**config.mk**
```make
export PLATFORM = sky130hd
export DESIGN_NAME = tnn_layer
export DESIGN_NICKNAME = d
export VERILOG_FILES = /design/src/rtl/tnn_pkg.sv /design/src/rtl/tnn_neuron.sv /design/src/rtl/tnn_layer.sv
export SDC_FILE = /design/constraint.sdc
export NUM_CORES = 1
export LEC_CHECK = 0
export BUFFER_PORTS_ARGS = -buffer_cell sky130_fd_sc_hd__clkbuf_2
export CORE_MARGIN = 2
export CORE_UTILIZATION = 34
export CTS_CLUSTER_DIAMETER = 30
export DETAILED_ROUTE_END_ITERATION = 8
export GPL_TIMING_DRIVEN = 0
export PLACE_DENSITY_LB_ADDON = 0.1
export SETUP_SLACK_MARGIN = 0.4
export SLEW_MARGIN = 20
export SYNTH_ARGS = -nofsm -noshare
export SYNTH_HDL_FRONTEND = slang
export SYNTH_SLANG_ARGS = --single-unit
```
**constraint.sdc**
```tcl
create_clock -name clk -period 7.4 [get_ports clk]
set_input_delay 1.85 -clock clk [delete_from_list [all_inputs] [get_ports clk]]
set_output_delay 1.85 -clock clk [all_outputs]
set_load 0.005 [all_outputs]
```
**src/rtl/tnn_pkg.sv**
```systemverilog
// tnn_pkg: shared defaults, widths and the weight type for the temporal
// spiking-neural-network layer (tnn_layer / tnn_neuron).
package tnn_pkg;

  localparam int TNN_NUM_SPIKES = 4;
  localparam int TNN_NEURONS    = 2;
  localparam int TNN_TIME_PERIOD = 8;                    // window length, cycles
  localparam int TNN_TW         = $clog2(TNN_TIME_PERIOD) + 1; // also encodes "no spike"
  localparam int TNN_WMAX       = 7;
  localparam int TNN_WINIT      = 4;
  localparam int TNN_THRESHOLD  = 8;

  typedef logic [$clog2(TNN_WMAX+1)-1:0] weight_t;

endpackage

```
**src/rtl/tnn_neuron.sv**
```systemverilog
// tnn_neuron: one neuron of the layer. Holds its weights, membrane potential,
// fired flag and fire time; applies winner-only STDP when stdp_en_i is set.
// Ports:
//   clk, rst        clock, async active-high reset
//   time_val_i      current time in window (0 = window start)
//   spike_times_i   per-input spike time; >= TIME_PERIOD means no spike
//   stdp_en_i       this neuron is the final winner on the last window cycle
//   fire_o          combinational: neuron crosses threshold this cycle
module tnn_neuron
  import tnn_pkg::*;
#(
  parameter int NUM_SPIKES  = TNN_NUM_SPIKES,
  parameter int TIME_PERIOD = TNN_TIME_PERIOD,
  parameter int WMAX        = TNN_WMAX,
  parameter int WINIT       = TNN_WINIT,
  parameter int THRESHOLD   = TNN_THRESHOLD,
  localparam int TW         = $clog2(TIME_PERIOD) + 1
) (
  input  logic                           clk,
  input  logic                           rst,
  input  logic [TW-1:0]                  time_val_i,
  input  logic [NUM_SPIKES-1:0][TW-1:0]  spike_times_i,
  input  logic                           stdp_en_i,
  output logic                           fire_o
);

  localparam int WW   = $clog2(WMAX + 1);
  // potential must hold a full window of max-weight spikes and the threshold
  localparam int PMAX = (NUM_SPIKES * WMAX > THRESHOLD) ? NUM_SPIKES * WMAX : THRESHOLD;
  localparam int PW   = $clog2(PMAX + 1);

  localparam logic [WW-1:0] W_MAX    = WW'(WMAX);
  localparam logic [WW-1:0] W_INIT   = WW'(WINIT);
  localparam logic [PW-1:0] P_MAX    = PW'(PMAX);
  localparam logic [PW-1:0] THR      = PW'(THRESHOLD);
  localparam logic [TW-1:0] NO_SPIKE = TW'(TIME_PERIOD);

  logic [NUM_SPIKES-1:0][WW-1:0] weight_q, weight_d;
  logic [PW-1:0]                 pot_q, pot_d;
  logic                          fired_q, fired_d;
  logic [TW-1:0]                 ftime_q, ftime_d;
  logic [PW:0]                   sum;
  logic                          win_start, fired_eff;

  always_comb begin
    win_start = (time_val_i == '0);
    // window start discards the old potential and fire state before this cycle's test
    sum       = win_start ? '0 : {1'b0, pot_q};
    for (int i = 0; i < NUM_SPIKES; i++)
      if (spike_times_i[i] == time_val_i) sum = sum + (PW+1)'(weight_q[i]);
    // only reachable if spike_times changes mid-window and re-hits time_val
    pot_d     = (sum > {1'b0, P_MAX}) ? P_MAX : sum[PW-1:0];
    fired_eff = fired_q & ~win_start;
    fire_o    = ~fired_eff && (pot_d >= THR);
    fired_d   = fired_eff | fire_o;
    ftime_d   = fire_o ? time_val_i : ftime_q;

    // ftime_d includes a fire in this same (last) cycle
    weight_d = weight_q;
    if (stdp_en_i) begin
      for (int i = 0; i < NUM_SPIKES; i++) begin
        if (spike_times_i[i] < NO_SPIKE && spike_times_i[i] <= ftime_d) begin
          if (weight_q[i] < W_MAX) weight_d[i] = weight_q[i] + 1'b1;
        end else begin
          if (weight_q[i] != '0) weight_d[i] = weight_q[i] - 1'b1;
        end
      end
    end
  end

  always_ff @(posedge clk or posedge rst) begin
    if (rst) begin
      weight_q <= {NUM_SPIKES{W_INIT}};
      pot_q    <= '0;
      fired_q  <= 1'b0;
      ftime_q  <= NO_SPIKE;
    end else begin
      weight_q <= weight_d;
      pot_q    <= pot_d;
      fired_q  <= fired_d;
      ftime_q  <= ftime_d;
    end
  end

endmodule

```
**src/rtl/tnn_layer.sv**
```systemverilog
// tnn_layer: single-column temporal SNN layer. NEURONS tnn_neuron instances
// share the input spike lines; a winner-take-all arbiter latches the first
// (lowest-index) firing neuron of each window and its fire time.
// Ports:
//   clk, rst           clock, async active-high reset
//   training           1 = winner-only STDP at window end, 0 = weights frozen
//   time_val           external window time, 0..TIME_PERIOD-1, wraps
//   spike_times        packed, entry i = spike time of input i
//   output_spike_time  winner fire time, TIME_PERIOD when no winner
//   winning_neuron     winner index, NEURONS when no winner
module tnn_layer
  import tnn_pkg::*;
#(
  parameter int NUM_SPIKES  = TNN_NUM_SPIKES,
  parameter int NEURONS     = TNN_NEURONS,
  parameter int TIME_PERIOD = TNN_TIME_PERIOD,
  parameter int WMAX        = TNN_WMAX,
  parameter int WINIT       = TNN_WINIT,
  parameter int THRESHOLD   = TNN_THRESHOLD,
  localparam int TW         = $clog2(TIME_PERIOD) + 1,
  localparam int NW         = $clog2(NEURONS) + 1
) (
  input  logic                          clk,
  input  logic                          rst,
  input  logic                          training,
  input  logic [TW-1:0]                 time_val,
  input  logic [NUM_SPIKES-1:0][TW-1:0] spike_times,
  output logic [TW-1:0]                 output_spike_time,
  output logic [NW-1:0]                 winning_neuron
);

  localparam logic [NW-1:0] NO_WIN  = NW'(NEURONS);
  localparam logic [TW-1:0] NO_TIME = TW'(TIME_PERIOD);
  localparam logic [TW-1:0] LAST_T  = TW'(TIME_PERIOD - 1);

  logic [NEURONS-1:0] fire, stdp_en;
  logic [NW-1:0]      win_q, win_d;
  logic [TW-1:0]      wtime_q, wtime_d;

  for (genvar n = 0; n < NEURONS; n++) begin : g_nrn
    tnn_neuron #(
      .NUM_SPIKES (NUM_SPIKES),
      .TIME_PERIOD(TIME_PERIOD),
      .WMAX       (WMAX),
      .WINIT      (WINIT),
      .THRESHOLD  (THRESHOLD)
    ) u_nrn (
      .clk          (clk),
      .rst          (rst),
      .time_val_i   (time_val),
      .spike_times_i(spike_times),
      .stdp_en_i    (stdp_en[n]),
      .fire_o       (fire[n])
    );
  end

  always_comb begin
    win_d   = win_q;
    wtime_d = wtime_q;
    // clear first so a fire at time 0 still wins the new window
    if (time_val == '0) begin
      win_d   = NO_WIN;
      wtime_d = NO_TIME;
    end
    if (win_d == NO_WIN && |fire) begin
      for (int n = NEURONS - 1; n >= 0; n--)
        if (fire[n]) win_d = NW'(n);
      wtime_d = time_val;
    end
    // win_d == NO_WIN never matches a neuron index, so no winner = no STDP
    for (int n = 0; n < NEURONS; n++)
      stdp_en[n] = training && (time_val == LAST_T) && (win_d == NW'(n));
  end

  always_ff @(posedge clk or posedge rst) begin
    if (rst) begin
      win_q   <= NO_WIN;
      wtime_q <= NO_TIME;
    end else begin
      win_q   <= win_d;
      wtime_q <= wtime_d;
    end
  end

  assign winning_neuron    = win_q;
  assign output_spike_time = wtime_q;

endmodule

```
# Word level (Yosys, flattened, before mapping)
# Cells that the tools add are included.
[totals]
mem_count = 0
ramBits = 0
inputBits = 23
output_inout_bits = 6
latch_bits = 0
regBits = 50
word_cells = 172
mem_bits_ro = 0
[classes]
eq_ne = 15
mul = 0
bitwise_logic = 7
shifts = 0
n_mux = 44
div_mod_pow = 0
addsub = 24
n_lt_le_gt_ge = 24
n_reduce_logical = 42
[ops]
columns = ["operator", "n"]
rows = [
  ["2-to-1 mux 3 bit", 24],
  ["adder 6 x 3 -> 6 bit", 8],
  ["2-to-1 mux 6 bit", 8],
  ["less-or-equal comparator 4 bit", 8],
  ["adder 3 x 1 -> 3 bit, second input constant", 8],
  ["< comparator 3 bit, second input constant", 8],
  ["AND reduction 3 bit", 8],
  ["nonzero test 3 bit", 8],
  ["subtractor 3 x 1 -> 3 bit, second input constant", 8],
  ["2-to-1 mux 5 bit", 4],
  ["nonzero test 2 bit", 9],
  ["equality test 4 bit", 4],
  ["< comparator 4 bit, second input constant", 4],
  ["2-to-1 mux 4 bit", 4],
  ["inequality test 2 bit, second input constant", 8],
  ["logical AND 1 bit", 14],
  ["> comparator 6 x 5 -> 1 bit, second input constant", 2],
  [">= comparator 5 x 4 -> 1 bit, second input constant", 2],
  ["2-to-1 mux 2 bit", 4],
  ["equality test 4 x 3 -> 1 bit, second input constant", 1],
  ["zero test 4 bit", 1],
  ["NOT 1 bit", 3],
  ["AND 1 bit", 2],
  ["equality test 2 x 1 -> 1 bit, second input constant", 1],
  ["4 further kinds", 5],
]

# Longest topological paths before layout
[depth]
depth_word = 20
mapped_depth = 42
ltp_nobuf = 39

# Cells and area by module
# From an unflattened synthesis, not the netlist that was laid out.
[unflattened]
hier_cells = 691
hier_area_um2 = 5985.7
[by_module_without_submodules]
columns = ["module", "seq_area_each_um2", "cells_each", "area_per_inst_um2", "instances"]
rows = [
  ["tnn_neuron (g_nrn[0].u_nrn)", 556.8, 333, 2912.8, 1],
  ["tnn_neuron (g_nrn[1].u_nrn)", 556.8, 327, 2757.6, 1],
  ["tnn_layer", 152.6, 31, 315.3, 1],
]

# Worst setup path before layout
# OpenSTA, ideal clock, no wires.
[synth_path]
path_kind = "input -> register"
start = "input port time_val[0]"
end = "register g_nrn[1].u_nrn.weight_q[11] (netlist bit)"
t_arrival_ps = 9591
path_buffers = 3
setup_ps = 64
path_slack_ps = -2255
stages = 41
required_ps = 7336
path_cell_list = "buf_2 -> or4_1 -> buf_2 -> clkbuf_1 -> and2_1 -> ha_1 -> inv_1 -> fa_1 -> nor2_1 -> a21oi_1 -> fa_1 -> nand2_1 -> o21ai_0 -> fa_1 -> nor2_1 -> a21oi_1 -> inv_1 -> ha_1 -> [5 not listed] -> nor4b_2 -> nor3_1 -> clkinv_1 -> o21ai_0 -> ha_1 -> inv_1 -> a21oi_1 -> a21oi_1 -> nand3_1 -> nand2_1 -> a41o_1 -> nor3_4 -> inv_2 -> fa_1 -> nand2b_1 -> a2111oi_0 -> a311oi_1 -> nand3_1"
[synth_between]
elab_cells_between_ends = 54
cone_classes = "add/sub: 8; order compare: 5; eq/ne: 8; mux: 18; bitwise: 5; reduce/logical: 10"
[synth_rtl]
columns = ["item", "line_no", "text"]
rows = [
  ["from (decl)", "tnn_layer.sv:26", "input logic [TW-1:0] time_val,"],
  ["zero test 4 bit", "tnn_neuron.sv:46", "win_start = (time_val_i == '0);"],
  ["2-to-1 mux 5 bit", "tnn_neuron.sv:48", "sum = win_start ? '0 : {1'b0, pot_q};"],
  ["adder 6 x 3 -> 6 bit", "tnn_neuron.sv:50", "if (spike_times_i[i] == time_val_i) sum = sum + (PW+1)'(weight_q[i]);"],
  ["2-to-1 mux 6 bit", "tnn_neuron.sv:50", ""],
  ["adder 6 x 3 -> 6 bit", "tnn_neuron.sv:50", ""],
  ["2-to-1 mux 6 bit", "tnn_neuron.sv:50", ""],
  ["adder 6 x 3 -> 6 bit", "tnn_neuron.sv:50", ""],
  ["2-to-1 mux 6 bit", "tnn_neuron.sv:50", ""],
  ["[4 not listed]", "n/a", ""],
  [">= comparator 5 x 4 -> 1 bit", "tnn_neuron.sv:54", "fire_o = ~fired_eff && (pot_d >= THR);"],
  ["logical AND 1 bit", "tnn_neuron.sv:54", ""],
  ["2-to-1 mux 4 bit *", "tnn_neuron.sv:56", "ftime_d = fire_o ? time_val_i : ftime_q;"],
  ["named net g_nrn[1].u_nrn.ftime_d[0]", "tnn_neuron.sv:41", "logic [TW-1:0] ftime_q, ftime_d;"],
  ["less-or-equal comparator 4 bit *", "tnn_neuron.sv:62", "if (spike_times_i[i] < NO_SPIKE && spike_times_i[i] <= ftime_d) begin"],
  ["logical AND 1 bit *", "tnn_neuron.sv:62", ""],
  ["inequality test 2 bit (no line) / nonzero test 2 bit (equally long branches)", "n/a", ""],
  ["AND reduction 3 bit (no line)", "n/a", ""],
  ["to (signal assigned)", "tnn_neuron.sv:73", "weight_q <= {NUM_SPIKES{W_INIT}};"],
  ["to (signal assigned)", "tnn_neuron.sv:78", "weight_q <= weight_d;"],
  ["to (decl)", "tnn_neuron.sv:38", "logic [NUM_SPIKES-1:0][WW-1:0] weight_q, weight_d;"],
]
# Mark *: on every way through the listed nets, which the timed path passes. The rest lies on a longest branch.
# A chain may end at the register's enable or synchronous reset.

# Final worst setup path
[layout_path]
start = "input port time_val[1]"
end = "register g_nrn[1].u_nrn.weight_q[11] (netlist bit)"
# Same word-level chain as after synthesis.

==> results.md <==
| Quantity | Value |
| --- | --- |
| Outcome | complete, but fails checks |
| Failing checks | negative setup slack |
| Sort of element at the start of the critical path | input port |
| Layout-stage area growth over the synthesis result | 40.19% |
| Max VDD drop | 0.1689 mV |
| # placed instances | 958 |
| #FFs+latches synth | 50 |
| Placed inst area | 0.006461 sq mm |
| Max-slew violation total from the final report | 0 |
| Final setup violation count | 29 |
| CORE AREA | 0.01647 sq mm |
| Crit path kind | input port to register |
| Setup WS post-layout | -1536 ps |
| CTS Buf Count | 5 |
| Clock root cell | sky130_fd_sc_hd__clkbuf_16 |
| Power density over the cells | 292.5 mW/mm^2 |
| Final routed wire length divided by cell count | 16.84 um |
| Via count of the first global-routing pass | 5,839 |
| GRT Util Overall | 20.82% |
| DR vias/cell | 5.466 |
| Power spent charging and discharging nets | 1038 uW |
| Final instance count without filler cells | 1,054 |
| Max-slew headroom at the worst pin | 36.82% |
| TritonCTS clock tree | yes |
| Clock Path Buffers | 2 |
| Remaining Overflow, GRT | 0 |
| Count of inserted antenna diode cells | 0 |
| Wire length of the first global-routing pass | 29.65 mm |
| Net count, final | 925 |
| Sequential element share of the synthesized area | 22.23% |
| DR DRC count | 0 |
| Min-delay worst type | register to register |
| Max stage delay cell, worst path | sky130_fd_sc_hd__or4_4 |
| Total negative setup slack | -30,470 ps |
| Critical path peak fanout | 7 |
| Clock Skew | 10.53 ps |
| Crit. End Element | register |
| Post-Syn Instances | 714 |
| Number of antenna violations at the first check in global routing | 0 |
| Comb power frac | 69.0% |
| Count of input and output buffers | 24 |
| Maximum number of pins on one net before global-route repair | 51 |
| Maximum single-stage delay on the critical path | 550 ps |
| Final Cell Area | 0.007986 sq mm |
| Clock network latency to the later pin of the worst-skew pair | 320 ps |
| Highest clock frequency the design can meet | 111.9 MHz |
| Share of cells above drive strength 1 | 36.69% |
| Clock-pin slew of the registers on the worst-case setup and hold paths | 80 ps |
| Clock network power share | 11.3% |
| Ratio of final minimum period to clock period | 120.8% |
| Placer's final routability congestion estimate | 0.8032 |
| Internal Dissipation | 1298 uW |
| Residual antenna-violating net count after detailed routing | 0 |
| Unrepaired setup endpoints after global routing | yes |
| Yosys warning count | 0 |
| Maximum level of the CTS H-tree | 2 |
| Worst reg2reg setup slack | 490 ps |
| Total number of vias | 5,761 |
| Starting density of the core | 34.60% |
| Die area | 0.01781 sq mm |
| Buffers plus inverters on the worst setup path | 8 |
| Switching portion of total power | 44.42% |
| Most frequently used flop master after synthesis | sky130_fd_sc_hd__dfrtp_1 |
| Final hold violations | 0 |
| Count of routing violations after the opening detailed-route iteration | 228 |
| Number of sinks driven by the clock tree | 50 |
| Data arrival time of the critical path | 9190 ps |
| Post-Syn Area per Cell | 7.979 sq um |
| Sequential power share | 19.8% |
| Worst Path Required | 7650 ps |
| Total nets after synthesis | 806 |
| I/O pins | 29 |
| Count of flip-flops with a built-in enable after synthesis | 0 |
| Max-capacitance violation count | 0 |
| Total wire length | 17.75 mm |
| Distinct cell type count after synthesis | 81 |
| Detail Placement HPWL | 12.71 mm |
| Share of synthesized registers carrying an async set or reset | 100.0% |
| Gate family responsible for the most delay along the worst path | simple AND/OR/NAND/NOR gates |
| First-pass iteration count of the detailed router | 7 |
| Die X-Extent | 133.4 um |
| Leakage power of the design | 0.003352 uW |
| Area of the mapped netlist | 0.005697 sq mm |
| Number of rows in the core area | 47 |
| Slew @ Worst Pin | 939.6 ps |
| Min Clock Period, post-route | 8936 ps |
| Y dimension of the die | 133.4 um |
==> cells by family (layout without fill, tap and decap cells) <==
| kind of cell | Yosys count | after routing | share of synthesized area, % |
|---|---|---|---|
| AO/OA/AOI/OAI | 212 | 212 | 23.92 |
| XOR/XNOR | 35 | 35 | 5.381 |
| adder cells (fa/ha/maj) | 69 | 69 | 17.26 |
| buffers and inverters | 85 | 205 | 6.150 |
| flip-flops | 50 | 50 | 22.23 |
| multiplexers | 13 | 13 | 2.416 |
| AND/OR/NAND/NOR | 250 | 250 | 22.64 |
==> power by group through the flow <==
stage               Sequential (uW)  Combinational [uW]  Clock, uW
finish                          461                1610        263
global route                    477                1800        287
CTS                             460                1460        270
detailed placement              459                1160          0
global placement                457                1120          0
floorplan                       439                 913          0
==> synthesized netlist by cell type, drive strengths merged (8+ instances only) <==
cell / count / share of area (%)
nand2: 68 / 4.5
a21oi: 63 / 5.5
o21ai: 61 / 5.4
inv: 60 / 4.0
ha: 53 / 12
nor2: 53 / 3.6
dfrtp: 38 / 17
nand3: 24 / 2.3
nor3: 20 / 2.0
xnor2: 20 / 3.1
fa: 16 / 5.6
xor2: 15 / 2.3
clkbuf: 14 / 0.94
a21o: 13 / 1.7
nand4: 13 / 1.4
dfstp: 12 / 5.5
nand2b: 12 / 1.3
nor2b: 11 / 1.2
nor4: 11 / 1.2
a211oi: 10 / 1.3
buf: 10 / 1.2
and2: 9 / 0.99
a31oi: 8 / 0.99
==> sequential cells by signal, indices dropped and copies added, names as in the netlist <==
register	flops
g_nrn.u_nrn.fired_q	2
g_nrn.u_nrn.ftime_q	8
g_nrn.u_nrn.pot_q	10
g_nrn.u_nrn.weight_q	24
output_spike_time	4
winning_neuron	2
==> worst reg2reg max path, delay by kind of cell, from the launching register on <==
kind | cells | cell delay, ps
and+or+nand+nor | 10 | 1630
DFF | 1 | 510
AOI/OAI and AO/OA | 10 | 1700
adders and majority gates | 7 | 2160
xor gates and xnor gates | 3 | 530
buffers and inverters | 4 | 310
==> path summary, 6_finish.rpt <==
kind / cells after the start / to / startpoint
worst min register to register: 2 / g_nrn[0].u_nrn.ftime_q[3]$_DFF_PP1_ / g_nrn[0].u_nrn.ftime_q[3]$_DFF_PP1_
worst max register to register: 34 / g_nrn[1].u_nrn.weight_q[11]$_DFFE_PP1P_ / g_nrn[1].u_nrn.weight_q[0]$_DFFE_PP0P_
worst max-delay path: 40 / g_nrn[1].u_nrn.weight_q[11]$_DFFE_PP1P_ / time_val[1]
worst min-delay path: 2 / g_nrn[0].u_nrn.ftime_q[3]$_DFF_PP1_ / g_nrn[0].u_nrn.ftime_q[3]$_DFF_PP1_
min in group asynchronous: 2 / output_spike_time[2]$_DFFE_PP0P_ / rst
max in group asynchronous: 2 / g_nrn[1].u_nrn.weight_q[0]$_DFFE_PP0P_ / rst
==> layout by cell type (no fill, tap or decap), types with 18 or more instances in the layout <==
cell | netlist | routed
sky130_fd_sc_hd__nand3_1 | 22 | 19
sky130_fd_sc_hd__inv_1 | 59 | 43
sky130_fd_sc_hd__xnor2_1 | 20 | 18
sky130_fd_sc_hd__buf_4 | 0 | 60
sky130_fd_sc_hd__nand2_1 | 68 | 64
sky130_fd_sc_hd__o21ai_0 | 60 | 28
sky130_fd_sc_hd__dfrtp_1 | 38 | 38
sky130_fd_sc_hd__nor2_1 | 52 | 40
sky130_fd_sc_hd__clkbuf_2 | 1 | 24
sky130_fd_sc_hd__buf_6 | 3 | 29
sky130_fd_sc_hd__o21ai_1 | 1 | 23
sky130_fd_sc_hd__ha_1 | 53 | 36
sky130_fd_sc_hd__a21oi_1 | 63 | 40
sky130_fd_sc_hd__a21oi_2 | 0 | 18
==> routing by layer <==
layer	vias to the layer above	GRT usage, %	wire [um]
li1	2832	-	-
met1	2804	26.33	7984
met2	96	36.45	8895
met3	29	2.892	435
met4	0	7.092	434
met5	-	0	0
==> stage by stage <==
step	hold WS [ps]	total power, uW	util, %	worst slack, ps
detailed placement	490.3	1623	39.24	-2540
CTS	506.5	2192	46.00	-1533
global route	528.4	2563	48.50	-1900
floorplan	457.1	1352	-	-1627
global placement	478.1	1574	39.15	-2431
finish	501.7	2336	48.50	-1536
==> layout make-up <==
type / count / area, sq um
fillers: 1607 / 8479
multi-input cells: 579 / 4912
flip-flops and latches: 50 / 1266
repair buffers: 112 / 900.9
well taps: 220 / 275.3
inverters: 61 / 241.5
plain buffers: 24 / 235.2
clock buffers: 6 / 138.9
clock inverters: 2 / 16.27
==> repair_timing <==
item	4_1_cts	5_1_grt
gates resized for setup	106	51
pin swaps	80	63
setup endpoints to repair	34	41
setup buffers	68	20
hold buffers	0	0
No activity file was read; power rests on OpenSTA's default activity.
